==> config.mk <==
export PLATFORM = sky130hd
export DESIGN_NAME = dht11_responder
export DESIGN_NICKNAME = d
export VERILOG_FILES = /design/src/rtl/dht11_responder.sv
export SDC_FILE = /design/constraint.sdc
export NUM_CORES = 1
export LEC_CHECK = 0
export ABC_AREA = 1
export CORE_AREA = 2 2 130 132
export CTS_BUF_LIST = sky130_fd_sc_hd__clkbuf_16
export CTS_CLUSTER_DIAMETER = 50
export DETAILED_ROUTE_END_ITERATION = 8
export DIE_AREA = 0 0 132 134
export PLACE_DENSITY = 0.54
export SYNTH_ARGS = -nofsm -noshare
export SYNTH_HDL_FRONTEND = slang
export SYNTH_SLANG_ARGS = --single-unit
==> constraint.sdc <==
create_clock -name clk -period 2.55 [get_ports clk]
set_clock_uncertainty 0.15 [all_clocks]
set_input_delay 0.51 -clock clk [delete_from_list [all_inputs] [get_ports clk]]
set_output_delay 0.51 -clock clk [all_outputs]
set_load 0.02 [all_outputs]
==> src/rtl/dht11_responder.sv <==
// DHT11 sensor emulator: waits for a host start pulse, answers with the
// 80/80 us response and then sends humidity, temperature and checksum bytes.
module dht11_responder #(
  parameter int START_MIN  = 18000,
  parameter int RESP_DELAY = 30,
  parameter int RESP_LOW   = 80,
  parameter int RESP_HIGH  = 80,
  parameter int BIT_LOW    = 50,
  parameter int BIT0_HIGH  = 26,
  parameter int BIT1_HIGH  = 70
) (
  input  logic       clk,
  input  logic       reset,
  input  logic       dht_in,
  output logic       dht_oe,
  input  logic [7:0] hum_int,
  input  logic [7:0] hum_float,
  input  logic [7:0] temp_int,
  input  logic [7:0] temp_float,
  input  logic       bad_checksum,
  output logic       busy,
  output logic       done,
  output logic       short_start
);

  typedef enum logic [3:0] {
    IDLE, HOST_LOW, RESP_WAIT, RESP_LO, RESP_HI, BIT_LO, BIT_HI, END_LO, FINISH
  } state_t;

  localparam logic [14:0] START_MIN_C  = 15'(START_MIN);
  localparam logic [14:0] RESP_DELAY_C = 15'(RESP_DELAY);
  localparam logic [14:0] RESP_LOW_C   = 15'(RESP_LOW);
  localparam logic [14:0] RESP_HIGH_C  = 15'(RESP_HIGH);
  localparam logic [14:0] BIT_LOW_C    = 15'(BIT_LOW);
  localparam logic [14:0] BIT0_HIGH_C  = 15'(BIT0_HIGH);
  localparam logic [14:0] BIT1_HIGH_C  = 15'(BIT1_HIGH);

  function automatic logic [7:0] frame_checksum(input logic [7:0] a, input logic [7:0] b,
                                                input logic [7:0] c, input logic [7:0] d,
                                                input logic flip);
    logic [7:0] sum;
    sum = a + b + c + d;
    return sum ^ {7'b0000000, flip};
  endfunction

  state_t      state_r, state_next_s;
  logic [1:0]  sync_r;
  logic        s_in_s;
  logic [14:0] cnt_r, cnt_next_s;
  logic [5:0]  idx_r, idx_next_s;
  logic [39:0] frame_r;
  logic        latch_s, short_s;

  assign s_in_s = sync_r[1];

  // Two-flop synchronizer for the asynchronous bus level; idles high.
  always_ff @(posedge clk or posedge reset) begin
    if (reset) sync_r <= 2'b11;
    else       sync_r <= {sync_r[0], dht_in};
  end

  // Next-state, counter and bit-index logic; timed phases restart the counter at 1.
  always_comb begin
    state_next_s = state_r;
    cnt_next_s   = cnt_r;
    idx_next_s   = idx_r;
    latch_s      = 1'b0;
    short_s      = 1'b0;
    case (state_r)
      IDLE: begin
        if (!s_in_s) begin
          state_next_s = HOST_LOW;
          cnt_next_s   = 15'd1;
        end else begin
          cnt_next_s   = 15'd0;
        end
      end
      HOST_LOW: begin
        if (!s_in_s) begin
          cnt_next_s = (cnt_r == 15'h7FFF) ? cnt_r : cnt_r + 15'd1;
        end else if (cnt_r >= START_MIN_C) begin
          latch_s      = 1'b1;
          state_next_s = RESP_WAIT;
          cnt_next_s   = 15'd1;
        end else begin
          short_s      = 1'b1;
          state_next_s = IDLE;
          cnt_next_s   = 15'd0;
        end
      end
      RESP_WAIT: begin
        if (cnt_r >= RESP_DELAY_C) begin
          state_next_s = RESP_LO;
          cnt_next_s   = 15'd1;
        end else begin
          cnt_next_s   = cnt_r + 15'd1;
        end
      end
      RESP_LO: begin
        if (cnt_r >= RESP_LOW_C) begin
          state_next_s = RESP_HI;
          cnt_next_s   = 15'd1;
        end else begin
          cnt_next_s   = cnt_r + 15'd1;
        end
      end
      RESP_HI: begin
        if (cnt_r >= RESP_HIGH_C) begin
          state_next_s = BIT_LO;
          cnt_next_s   = 15'd1;
          idx_next_s   = 6'd39;
        end else begin
          cnt_next_s   = cnt_r + 15'd1;
        end
      end
      BIT_LO: begin
        if (cnt_r >= BIT_LOW_C) begin
          state_next_s = BIT_HI;
          cnt_next_s   = 15'd1;
        end else begin
          cnt_next_s   = cnt_r + 15'd1;
        end
      end
      BIT_HI: begin
        if (cnt_r >= (frame_r[idx_r] ? BIT1_HIGH_C : BIT0_HIGH_C)) begin
          cnt_next_s = 15'd1;
          if (idx_r == 6'd0) begin
            state_next_s = END_LO;
          end else begin
            state_next_s = BIT_LO;
            idx_next_s   = idx_r - 6'd1;
          end
        end else begin
          cnt_next_s = cnt_r + 15'd1;
        end
      end
      END_LO: begin
        if (cnt_r >= BIT_LOW_C) begin
          state_next_s = FINISH;
          cnt_next_s   = 15'd0;
        end else begin
          cnt_next_s   = cnt_r + 15'd1;
        end
      end
      FINISH: begin
        state_next_s = IDLE;
        cnt_next_s   = 15'd0;
      end
      default: begin
        state_next_s = IDLE;
        cnt_next_s   = 15'd0;
        idx_next_s   = 6'd0;
      end
    endcase
  end

  // State, frame latch and registered outputs decoded from the next state.
  always_ff @(posedge clk or posedge reset) begin
    if (reset) begin
      state_r     <= IDLE;
      cnt_r       <= 15'd0;
      idx_r       <= 6'd0;
      frame_r     <= 40'd0;
      dht_oe      <= 1'b0;
      busy        <= 1'b0;
      done        <= 1'b0;
      short_start <= 1'b0;
    end else begin
      state_r     <= state_next_s;
      cnt_r       <= cnt_next_s;
      idx_r       <= idx_next_s;
      dht_oe      <= (state_next_s inside {RESP_LO, BIT_LO, END_LO});
      busy        <= (state_next_s inside {RESP_WAIT, RESP_LO, RESP_HI, BIT_LO, BIT_HI, END_LO});
      done        <= (state_next_s == FINISH);
      short_start <= short_s;
      if (latch_s) begin
        frame_r <= {hum_int, hum_float, temp_int, temp_float,
                    frame_checksum(hum_int, hum_float, temp_int, temp_float, bad_checksum)};
      end
    end
  end

endmodule
Word level (Yosys, flattened, before mapping)
Cells that the tools add are included.
{"block": "word_totals", "out_inout_bits": 4, "elab_cells": 83, "in_bits": 36, "register_bits": 71}
{"block": "op_classes", "bitwise": 2, "n_reduce_logical": 7, "n_mux": 34, "eq_ne": 20, "addsub": 5, "order_cmp": 6}
{"operator": "15-bit 2-to-1 mux", "count": 7}
{"operator": "15-bit one-hot mux with 7 select lines", "count": 1}
{"operator": "4-bit by 3-bit == test with 1-bit output, second input constant", "count": 8}
{"operator": "4-bit 2-to-1 mux", "count": 8}
{"operator": "4-bit one-hot mux with 8 select lines", "count": 1}
{"operator": "8-bit adder", "count": 3}
{"operator": "6-bit 2-to-1 mux", "count": 3}
{"operator": "6-bit one-hot mux with 3 select lines", "count": 1}
{"operator": "4-bit by 2-bit == test with 1-bit output, second input constant", "count": 4}
{"operator": "15-bit by 1-bit adder with 15-bit output, second input constant", "count": 1}
{"operator": "15-bit == test, second input constant", "count": 1}
{"operator": "15-bit >= comparator, second input constant", "count": 1}
{"operator": "15-bit by 5-bit >= comparator with 1-bit output, second input constant", "count": 1}
{"operator": "15-bit by 6-bit >= comparator with 1-bit output, second input constant", "count": 1}
{"operator": "15-bit by 7-bit >= comparator with 1-bit output", "count": 1}
{"operator": "15-bit by 7-bit >= comparator with 1-bit output, second input constant", "count": 1}
{"operator": "1-bit 2-to-1 mux", "count": 9}
{"operator": "4-bit == test, second input constant", "count": 2}
{"operator": "8-bit by 1-bit bitwise XOR with 8-bit output", "count": 1}
{"operator": "6-bit by 7-bit less-than comparator with 1-bit output, second input constant", "count": 1}
{"operator": "7-bit 2-to-1 mux", "count": 1}
{"operator": "7-bit OR reduction", "count": 1}
{"operator": "1-bit binary-select mux with 6-bit select", "count": 1}
{"operator": "6-bit logical NOT", "count": 1}
{"operator": "other kinds (11)", "count": 14}

Depth between registers and ports, before layout
{"block": "depth", "word_depth": 8, "mapped_depth": 25, "depth_no_buf": 23}

Worst setup path before layout
OpenSTA, ideal clock, no wires.
{"block": "synth_timing", "path_kind": "input port to flip-flop", "start": "input port hum_int[1]", "end": "register frame_r[7]", "cell_stages": 11, "path_buffers": 0, "setup_ns": 0.126, "t_arrival_ns": 2.499, "required_time_ns": 2.274, "slack_ns": -0.225, "cell_sequence": "fa_1 -> fa_1 -> ha_1 -> inv_1 -> fa_1 -> inv_1 -> nand3_1 -> nand3_1 -> nand3_1 -> nand3_1 -> o21ai_0"}
{"block": "synth_via", "elab_chain_cells": 4}
{"element": "from (decl)", "line": "16", "text": "input logic [7:0] hum_int,"}
{"element": "8-bit adder (3 in a row)", "line": "42", "text": "sum = a + b + c + d;"}
{"element": "8-bit by 1-bit bitwise XOR with 8-bit output", "line": "43", "text": "return sum ^ {7'b0000000, flip};"}
{"element": "to (signal assigned)", "line": "177", "text": "frame_r <= {hum_int, hum_float, temp_int, temp_float,"}
{"element": "to (decl)", "line": "51", "text": "logic [39:0] frame_r;"}
No other way between the ends.
A chain may end at the register's enable or synchronous reset.

Final worst setup path
{"block": "layout_timing", "start": "register idx_r[0]", "end": "register idx_r[5]"}
{"block": "layout_via", "elab_chain_cells": 6, "word_cells_on_any_way": 12, "classes_between": "add/sub: 1; order compare: 1; eq/ne: 2; mux: 6; reduce/logical: 2"}
{"element": "from (decl)", "line": "50", "text": "logic [5:0] idx_r, idx_next_s;"}
{"element": "from (signal assigned)", "line": "171", "text": "idx_r <= idx_next_s;"}
{"element": "1-bit binary-select mux with 6-bit select", "line": "125", "text": "if (cnt_r >= (frame_r[idx_r] ? BIT1_HIGH_C : BIT0_HIGH_C)) begin"}
{"element": "1-bit 2-to-1 mux (implied by the code)", "line": "125"}
{"element": "7-bit 2-to-1 mux", "line": "125"}
{"element": "15-bit by 7-bit >= comparator with 1-bit output", "line": "125"}
{"element": "2-bit inequality test (no source line)"}
{"element": "4-bit AND reduction (no source line)"}
Parallel ways exist; a longest one is shown, timed or not. The select of a mux whose other input is x is not followed.

==> flow_summary_export.csv <==
group,metric,value,unit
synth,ys_types,42,
drt,routed_wl,12000,um
sta,fin_hold_ws,206,ps
die,die-area,17700,sq um
die,die_x,132,um
place,port_buffers,39,
cts,cts_buffer_depth,2,
cts,cts.clk_slew.worst_paths,60,ps
die,ioPinCount,40,
sta,rsz0062_at_grt,"true",
sta,hold_viol,0,
min_path,holdCritPathClass,"flop to flop",
sta,finalCritPeriodShare,112,%
global_route,grt_pass1_wl,20600,um
drt,drc_errors,0,
sta,maxSlewViolCount,0,
drt,firstDrtPassIters,5,
setup_path,crit_arrival,2920,ps
finish,layout-drive-gt1-share,27.4,%
setup_path,end_kind,"flop",
global_route,global_route.overflow_total,0,
sta,fmax,0.351,GHz
drt,vias,4317,
global_route,grtUsageMet3,3.10,%
synth,synth.area.top_cells,"dfrtp_1, nand2_1, inv_1",
setup_path,cp-startpoint,"idx_r[0]",
cts,clock_latency,340,ps
synth,yosysTopAreaCell,"dfrtp_1",
flow_run,maxCapViolCount,0,
drt,initialDrtViolationCount,299,
power_and_ir_drop,power.total,0.00312,W
place,gp_congestion,0.859,
synth,yosys.area.top_type_share,35.9,%
cts,cts_buffers,9,
global_route,track_usage,14.5,%
die,fp.coreArea,16300,sq um
sta,fin_crit,2850,ps
place,hpwl,8930,um
place,dp.cells,943,
sta,slew_headroom,71.5,%
sta,max_slew.worst_pin.slew,426,ps
synth,async_reset_ff_share,100,%
cts,htreeDepth,3,
drt,vias_per_cell,4.46,
synth,ys_seq_area_share,37.0,%
setup_path,critPathRequiredTime,2630,ps
cts,clkSinkCount,71,
synth,yosys_warnings,0,
place,pre_cts_slack,-800,ps
finish,num-fill-cells,1695,
synth,synth-edff-count,0,
synth,synth_area,4810,sq um
synth,ys.flop_type,"dfrtp_1",
setup_path,critPathMaxFanout,8,
outcome,violations,"setup timing",
power_and_ir_drop,p_int,0.00231,W
global_route,grt_pass1_vias,4340,
synth,syn_inst,646,
die,rows,47,
sta,report.final.setup_viol,23,
sta,final.setup.tns,-5410,ps
drt,routedWlPerCell,12.4,um
finish,regArea,1780,sq um
power_and_ir_drop,seqPwrFrac,36.7,%
power_and_ir_drop,p_sw,0.000807,W
power_and_ir_drop,comb_power_share,20.3,%
global_route,use_met2,24.6,%
synth,avgSynthCellArea,7.44,sq um
cts,ctsHoldBuffers,0,
setup_path,crit_path_start_kind,"flop",
power_and_ir_drop,clkPwrFrac,43.1,%
finish,n_antenna_cell,0,
synth,syn-num-nets,710,
setup_path,r2r_start,"idx_r[0]",
die,start_util,29.5,%
synth,synth-seq-cells,71,
cts,cts_tree,"built",
finish,area_growth,35.1,%
global_route,grt_util_met1,18.7,%
power_and_ir_drop,ir_worst_vdd,0.000350,V
power_and_ir_drop,power_density,480,nW/um^2
setup_path,reg2reg_slack,-300,ps
min_path,hold_path_startpoint,"sync_r[0]",
global_route,antenna_found_initial,0,
die,fp.dieH,134,um
finish,nets,807,
power_and_ir_drop,leakage,3.14,nW
finish,multi_input_area,2880,sq um
finish,layout.cells.non_filler,968,
sta,setup_slack,-298,ps
drt,antenna_left,0,
outcome,status,"finished, violations left",
setup_path,setup.worst_path.class,"flop to flop",
power_and_ir_drop,sw_frac_of_total,25.9,%
cts,clockRootBuffer,"clkbuf_16",
global_route,grt_busiest_layer,"met2",
global_route,grt_max_degree,57,
==> logic make-up (layout without fill, tap and decap cells) <==
family                   count (synthesis)  in the layout  synth area share (%)
adder cells (fa/ha/maj)                 28             28                  9.47
flip-flops                              71             71                  37.0
XOR/XNOR                                13             13                  2.37
buffers and inverters                  104            205                  9.14
AO/OA/AOI/OAI                           74             75                  9.60
AND/OR/NAND/NOR                        356            356                  32.4
==> flip-flops by register name, indices dropped and copies added, names as in the netlist <==
| signal | flops |
|---|---|
| dht_oe | 1 |
| idx_r | 6 |
| sync_r | 2 |
| frame_r | 40 |
| busy | 1 |
| done | 1 |
| cnt_r | 15 |
| short_start | 1 |
| state_r | 4 |
==> through the flow <==
stage	instance area (sq um)	util (%)
floorplan	4880	-
global placement	5920	36.3
detailed placement	5920	36.3
CTS	6450	39.6
global route	6490	39.9
finish	6490	39.9
==> path summary, 6_finish.rpt <==
kind                         endpoint  depth (start not counted)
max                          idx_r[5]                         22
max reg2reg                  idx_r[5]                         22
min                         sync_r[1]                          0
min in group asynchronous  frame_r[9]                          2
max in group asynchronous    cnt_r[3]                          4
min reg2reg                 sync_r[1]                          0
==> worst max-delay path: stages, from the launching register on <==
cell	delay (ps)
dfrtp_1	390
buf_12	150
inv_2	60
buf_6	110
nor2_1	40
o211ai_1	250
nand3_2	110
nand3_2	100
nand3_2	80
nand2_4	130
inv_4	60
ha_4	260
nand2_2	30
nand2_1	50
nand2_1	50
nand2_1	70
nand2_2	70
nand2_4	110
nand2_4	70
a21oi_4	190
inv_2	80
nand2_1	60
o21ai_1	50
==> per-layer routing <==
layer,wire (um),share of wire [%],vias to the layer above
met3,302,2.5,9
met1,5660,47,2007
li1,-,-,2240
met4,148,1.2,0
met2,5910,49,61
met5,0,0,-
==> what timing repair did <==
item	in CTS	in global routing
cloned	1	0
pin swaps	48	26
gates resized for setup	97	33
setup endpoints to repair	29	27
setup buffers	8	3
==> power groups by stage <==
| stage | Combinational, W | Clock [W] | Sequential [W] |
|---|---|---|---|
| 2_1_floorplan | 0.000314 | 0 | 0.00116 |
| 3_3_place_gp | 0.000540 | 0 | 0.00116 |
| 3_5_place_dp | 0.000542 | 0 | 0.00116 |
| 4_1_cts | 0.000602 | 0.00138 | 0.00114 |
| 5_1_grt | 0.000699 | 0.00143 | 0.00114 |
| 6_report | 0.000633 | 0.00134 | 0.00114 |
==> Yosys cell counts, types with 4 or more instances <==
cell type,instances
nor2_2,8
nand2_2,12
buf_6,4
buf_2,8
a21oi_1,14
fa_1,14
ha_1,14
nand2_1,201
dfrtp_1,69
inv_2,9
o211ai_1,7
xnor2_1,5
nor2_1,56
nor3_1,6
or2_2,4
o21ai_0,27
o21ai_1,7
o21ai_2,10
xor2_1,8
nand4_1,9
inv_1,76
nand3_1,51
==> cells in the final DEF, fill, tap and decap left out, types with 3 or more instances in the layout <==
cell type	count
or2_2	3
o21ai_0	20
a21oi_2	6
clkbuf_2	5
clkdlybuf4s50_1	18
nand4_1	9
buf_12	6
o21ai_1	13
xnor2_1	5
o211ai_1	7
ha_1	5
nor2_4	4
nand2_1	187
nor2_1	52
dfrtp_1	69
buf_6	8
clkbuf_16	9
fa_1	12
inv_1	69
buf_4	54
nor2_2	9
nor3_1	6
nand2_2	23
nand3_2	16
ha_4	9
o21ai_2	11
nand2_4	3
inv_2	16
dlygate4sd2_1	4
xor2_1	8
buf_2	6
nand3_1	38
a21oi_1	10
==> final cells by class <==
| type | instances | area share [%] |
|---|---|---|
| multi-input cells | 472 | 44.4 |
| repair buffers | 104 | 14.2 |
| well taps | 220 | 4.24 |
| inverters | 85 | 4.95 |
| clock inverters | 7 | 1.37 |
| flip-flops and latches | 71 | 27.4 |
| clock buffers | 9 | 3.47 |
Note: power is estimated with default switching activity, not from simulation.
==> RTL edit 1 (same flow settings) <==
Register the input `hum_int` before use, without a reset. The logic sees it one clock later. The other inputs are not delayed to match.
--- a/src/rtl/dht11_responder.sv
+++ b/src/rtl/dht11_responder.sv
@@ -36,2 +36,8 @@
   localparam logic [14:0] BIT1_HIGH_C  = 15'(BIT1_HIGH);
+
+  logic [7:0] hum_int_q;
+
+  always_ff @(posedge clk) begin
+    hum_int_q <= hum_int;
+  end
 
@@ -176,4 +182,4 @@
       if (latch_s) begin
-        frame_r <= {hum_int, hum_float, temp_int, temp_float,
-                    frame_checksum(hum_int, hum_float, temp_int, temp_float, bad_checksum)};
+        frame_r <= {hum_int_q, hum_float, temp_int, temp_float,
+                    frame_checksum(hum_int_q, hum_float, temp_int, temp_float, bad_checksum)};
       end
Behaviour: same outputs for any inputs over 10 cycles, from zero or initial values and one cycle with reset high; that may be too few to reach the edited logic, so the function may still have changed.
==> RTL edit 1 against the original RTL <==
  * The flow still finishes with violations (setup timing)
  * Die area did not move
  * Total power rose by 1.9%
  * Sequential cell count rose by 8
  * Synthesized area rose by 1.4%
  * First-iteration DRC count fell by 25%
  * Worst setup slack got worse by 0.058 ns
  * Routed wire length rose by 5.6%
  * Sequential power rose by 12%
  * Utilization rose by 0.56 points
  * Worst hold slack improved by 0.0087 ns
  * Design area rose by 1.4%
==> RTL edit 1: results (changes against the original RTL) <==
initial DRC count 224 (was 299); Syn Nets 722 (was 710); fin cells 983 (was 968); Distinct cells, synth 38 (was 42); cell count after synthesis 658 (was 646); Slowest cell on crit path dfrtp_2 (was dfrtp_1); met1 wire length 6.30 mm (was 5.66 mm); slowest stage delay, CP 0.47 ns (was 0.39 ns); M1 GR Usage 20.6% (was 18.7%); Post-synth ARST share 89.9% (was 100%); clock root cell clkbuf_16 (unchanged); RR Endpoint idx_r[2]$_DFFE_PP0P_ (was idx_r[5]$_DFFE_PP0P_); sequential area share after synthesis 39.8% (was 37.0%); largest net degree at the start of global routing 35 (was 57); via count 4405 (was 4317); Post-synth top cells 211 x nand2_1, 81 x inv_1, 72 x nor2_1 (was 201 x nand2_1, 76 x inv_1, 69 x dfrtp_1); final net count 822 (was 807); Seq cells 79 (was 71); vias in the first global route 4452 (was 4340); Register Area 1940 sq um (was 1780 sq um); top post-synthesis cells by area dfrtp_1 35%, nand2_1 16%, inv_1 6.2% (was dfrtp_1 36%, nand2_1 16%, inv_1 5.9%); failing checks setup timing (unchanged); nonclk buf count 105 (was 104); comb_multi_in 478 (was 472); metal2 WL 5.90 mm (was 5.91 mm); crit path max fanout 6 (was 8); leakage power 3.26 nW (was 3.14 nW); layout cells sized above 1 24.5% (was 27.4%); Filler Cells Inserted 1716 (was 1695); largest registers frame_r: 40 flops, cnt_r: 15 flops, hum_int_q: 8 flops (was frame_r: 40 flops, cnt_r: 15 flops, idx_r: 6 flops); setup violators final 22 (was 23); multi-input combinational area share 42.7% (was 44.4%); DR pass1 iterations 4 (was 5); maximum VDD drop 302 uV (was 350 uV); status finished with violations (unchanged); worst r2r path cells 21 (was 22); met2 Usage GRT 25.0% (was 24.6%); met3 usage in global routing 2.91% (was 3.10%); metal3 WL 341 um (was 302 um); Layout non-clock buf frac 14.2% (about the same); Post-DP Area 5960 sq um (was 5920 sq um); yosys synthesis warning count 0 (unchanged); GP Congestion 0.899 (was 0.859); worst rel slew slack 64.8% (was 71.5%); clk tree area frac 4.50% (was 4.84%); global-route wire length before repair 21.6 mm (was 20.6 mm); dpl hpwl 9.38 mm (was 8.93 mm); gr usage total 15.3% (was 14.5%); clk buf depth 2 (unchanged); drt total wl 12.7 mm (was 12.0 mm); final worst slack -0.356 ns (was -0.298 ns); WP data arrival 3.00 ns (was 2.92 ns); Cells after DPL 957 (was 943)
==> RTL edit 1: cell types whose count changed in the layout (fill, tap and decap cells not counted), moves of 6 or more <==
cell,before,now
a21oi_1,10,2
dfxtp_1,0,8
nand2_1,187,193
nand2_2,23,14
nand3_1,38,46
nor2_1,52,68
nor2_2,9,2
o21ai_0,20,34
o21ai_1,13,5
==> RTL edit 1: worst reg2reg max path, delay by kind of cell (launching register included) <==
| family | cells | cell delay (ns) |
|---|---|---|
| compound gates | 2 | 0.23 |
| fa+ha+maj | 1 | 0.20 |
| buf+inv | 5 | 0.61 |
| flops | 1 | 0.47 |
| simple gates | 13 | 1.15 |
==> RTL edit 1: how the worst max path moves through the flow <==
stage / start / slack [ns] / endpoint
2_1_floorplan: temp_float[1] / -0.13 / frame_r[7]$_DFFE_PP0P_
3_3_place_gp: temp_float[1] / -0.73 / frame_r[7]$_DFFE_PP0P_
3_5_place_dp: temp_float[3] / -0.74 / frame_r[6]$_DFFE_PP0P_
4_1_cts: idx_r[0]$_DFFE_PP0P_ / -0.37 / cnt_r[6]$_DFFE_PP0P_
5_1_grt: idx_r[0]$_DFFE_PP0P_ / -0.57 / cnt_r[6]$_DFFE_PP0P_
6_report: idx_r[0]$_DFFE_PP0P_ / -0.36 / idx_r[2]$_DFFE_PP0P_
==> RTL edit 1: timing repair <==
| action | in CTS | in global routing |
|---|---|---|
| buffers inserted | 4 | 4 |
| resized for setup | 108 | 50 |
| gates cloned | 2 | 0 |
| endpoints found under the setup margin | 27 | 24 |
| pin swaps | 45 | 45 |
==> RTL edit 1: logic make-up (layout without fill, tap and decap cells) <==
| family | after synthesis | count (layout) | share of synthesized area (%) |
|---|---|---|---|
| and+or+nand+nor | 376 | 376 | 32.9 |
| buffers and inverters | 101 | 206 | 8.54 |
| DFF | 79 | 79 | 39.8 |
| AOI/OAI and AO/OA | 64 | 64 | 7.67 |
| adders and majority gates | 28 | 28 | 9.34 |
| xor gates and xnor gates | 10 | 10 | 1.80 |
==> RTL edit 1: power by group <==
| part | total, W | internal [W] | switching [W] |
|---|---|---|---|
| Combinational | 0.000586 | 0.000297 | 0.000289 |
| Sequential | 0.00128 | 0.00127 | 0.0000134 |
| Clock | 0.00131 | 0.000758 | 0.000556 |
==> RTL edit 1: metrics by stage <==
step                      total power, W  setup TNS, ns  utilization [%]  hold slack [ns]  worst slack (ns)
after floorplan                  0.00161         -0.767                -            0.195            -0.129
after global placement           0.00180         -11.90             36.6            0.197            -0.729
after detailed placement         0.00181         -12.59             36.6            0.207            -0.739
after CTS                        0.00319          -6.71             39.6            0.216            -0.372
after global routing             0.00336         -11.16             40.4            0.218            -0.567
final                            0.00318          -6.64             40.4            0.215            -0.356
==> RTL edit 2 (config.mk and constraints unchanged) <==
Made on the original files. Set the parameter `BIT1_HIGH` to 35 (it was 70).
--- a/src/rtl/dht11_responder.sv
+++ b/src/rtl/dht11_responder.sv
@@ -9,3 +9,3 @@
   parameter int BIT0_HIGH  = 26,
-  parameter int BIT1_HIGH  = 70
+  parameter int BIT1_HIGH  = 35
 ) (
Behaviour: same outputs for any inputs over 10 cycles, from zero or initial values and one cycle with reset high; that may be too few to reach the edited logic, so the function may still have changed.
==> RTL edit 2 against the original RTL <==
  * The flow still finishes with violations (setup timing)
  * Die area is the same
  * Cell count shrank 2.2%
  * Worst setup slack lost 0.028 ns
  * Synthesized area grew 0.13%
  * Design area shrank 3.5%
  * Count of clock-buffer cells in the layout is the same
  * Sequential cell count is the same
  * Total power shrank 5.4%
  * Critical path depth shrank 3
  * Routed wire length grew 8.6%
  * Sequential share of layout area grew 1.0 points
==> RTL edit 2: results (changes against the original RTL) <==
status finished with violations (unchanged); failing checks setup timing (unchanged); crit path max fanout 6 (was 8); met1 wire length 6.06 mm (was 5.66 mm); Fin Hold WS 0.211 ns (was 0.206 ns); RR Endpoint idx_r[4]$_DFFE_PP0P_ (was idx_r[5]$_DFFE_PP0P_); Resized Gates After CTS 63 (was 97); setup violators final 18 (was 23); Cells after DPL 926 (was 943); complex-gate fraction of the synthesized area 6.94% (was 9.60%); layout cells sized above 1 22.8% (was 27.4%); GP Congestion 0.855 (was 0.859); gr usage total 15.4% (was 14.5%); Distinct cells, synth 41 (was 42); maximum VDD drop 330 uV (was 350 uV); top post-synthesis cells by area dfrtp_1 36%, nand2_1 18%, fa_1 5.8% (was dfrtp_1 36%, nand2_1 16%, inv_1 5.9%); worst r2r path cells 19 (was 22); sequential area share after synthesis 37.0% (about the same); metal3 WL 514 um (was 302 um); DR pass1 iterations 4 (was 5); via count 4297 (was 4317); XOR/XNOR Fraction of Synth Area 3.28% (was 2.37%); Syn Area/Cell 7.46 sq um (was 7.44 sq um); adder-cell area share of the yosys netlist 9.46% (was 9.47%); P_int 0.00211 W (was 0.00231 W); slowest stage delay, CP 0.51 ns (was 0.39 ns); met3 usage in global routing 2.99% (was 3.10%); Avg Vias per Cell 4.54 (was 4.46); Syn Nets 709 (was 710); final net count 786 (was 807); clock group power 0.00121 W (was 0.00134 W); metal2 WL 6.34 mm (was 5.91 mm); final worst slack -0.326 ns (was -0.298 ns)
[RTL edit 2: cells by family after synthesis]
logic type | count (synthesis)
xor gates and xnor gates | 18
adders and majority gates | 28
and+or+nand+nor | 383
DFF | 71
buffers and inverters | 87
AOI/OAI and AO/OA | 58
[RTL edit 2: final cells by class]
cell class	instances	area (sq um)
fill	1719	10000
clock inverter	7	55.1
tap	220	275
sequential	71	1780
clock buffer	9	225
inverter	67	259
multi-input combinational	487	2880
timing repair buffer	86	790
[RTL edit 2: stage by stage]
stage          total power, W  area (sq um)  setup TNS, ns  setup WS [ns]
3_5_place_dp          0.00168          5780         -10.54         -0.786
3_3_place_gp          0.00168          5780         -10.38         -0.781
6_report              0.00295          6270          -4.47         -0.326
5_1_grt               0.00311          6270          -8.97         -0.571
4_1_cts               0.00298          6110          -5.02         -0.336
2_1_floorplan         0.00146          4860          -1.03         -0.181
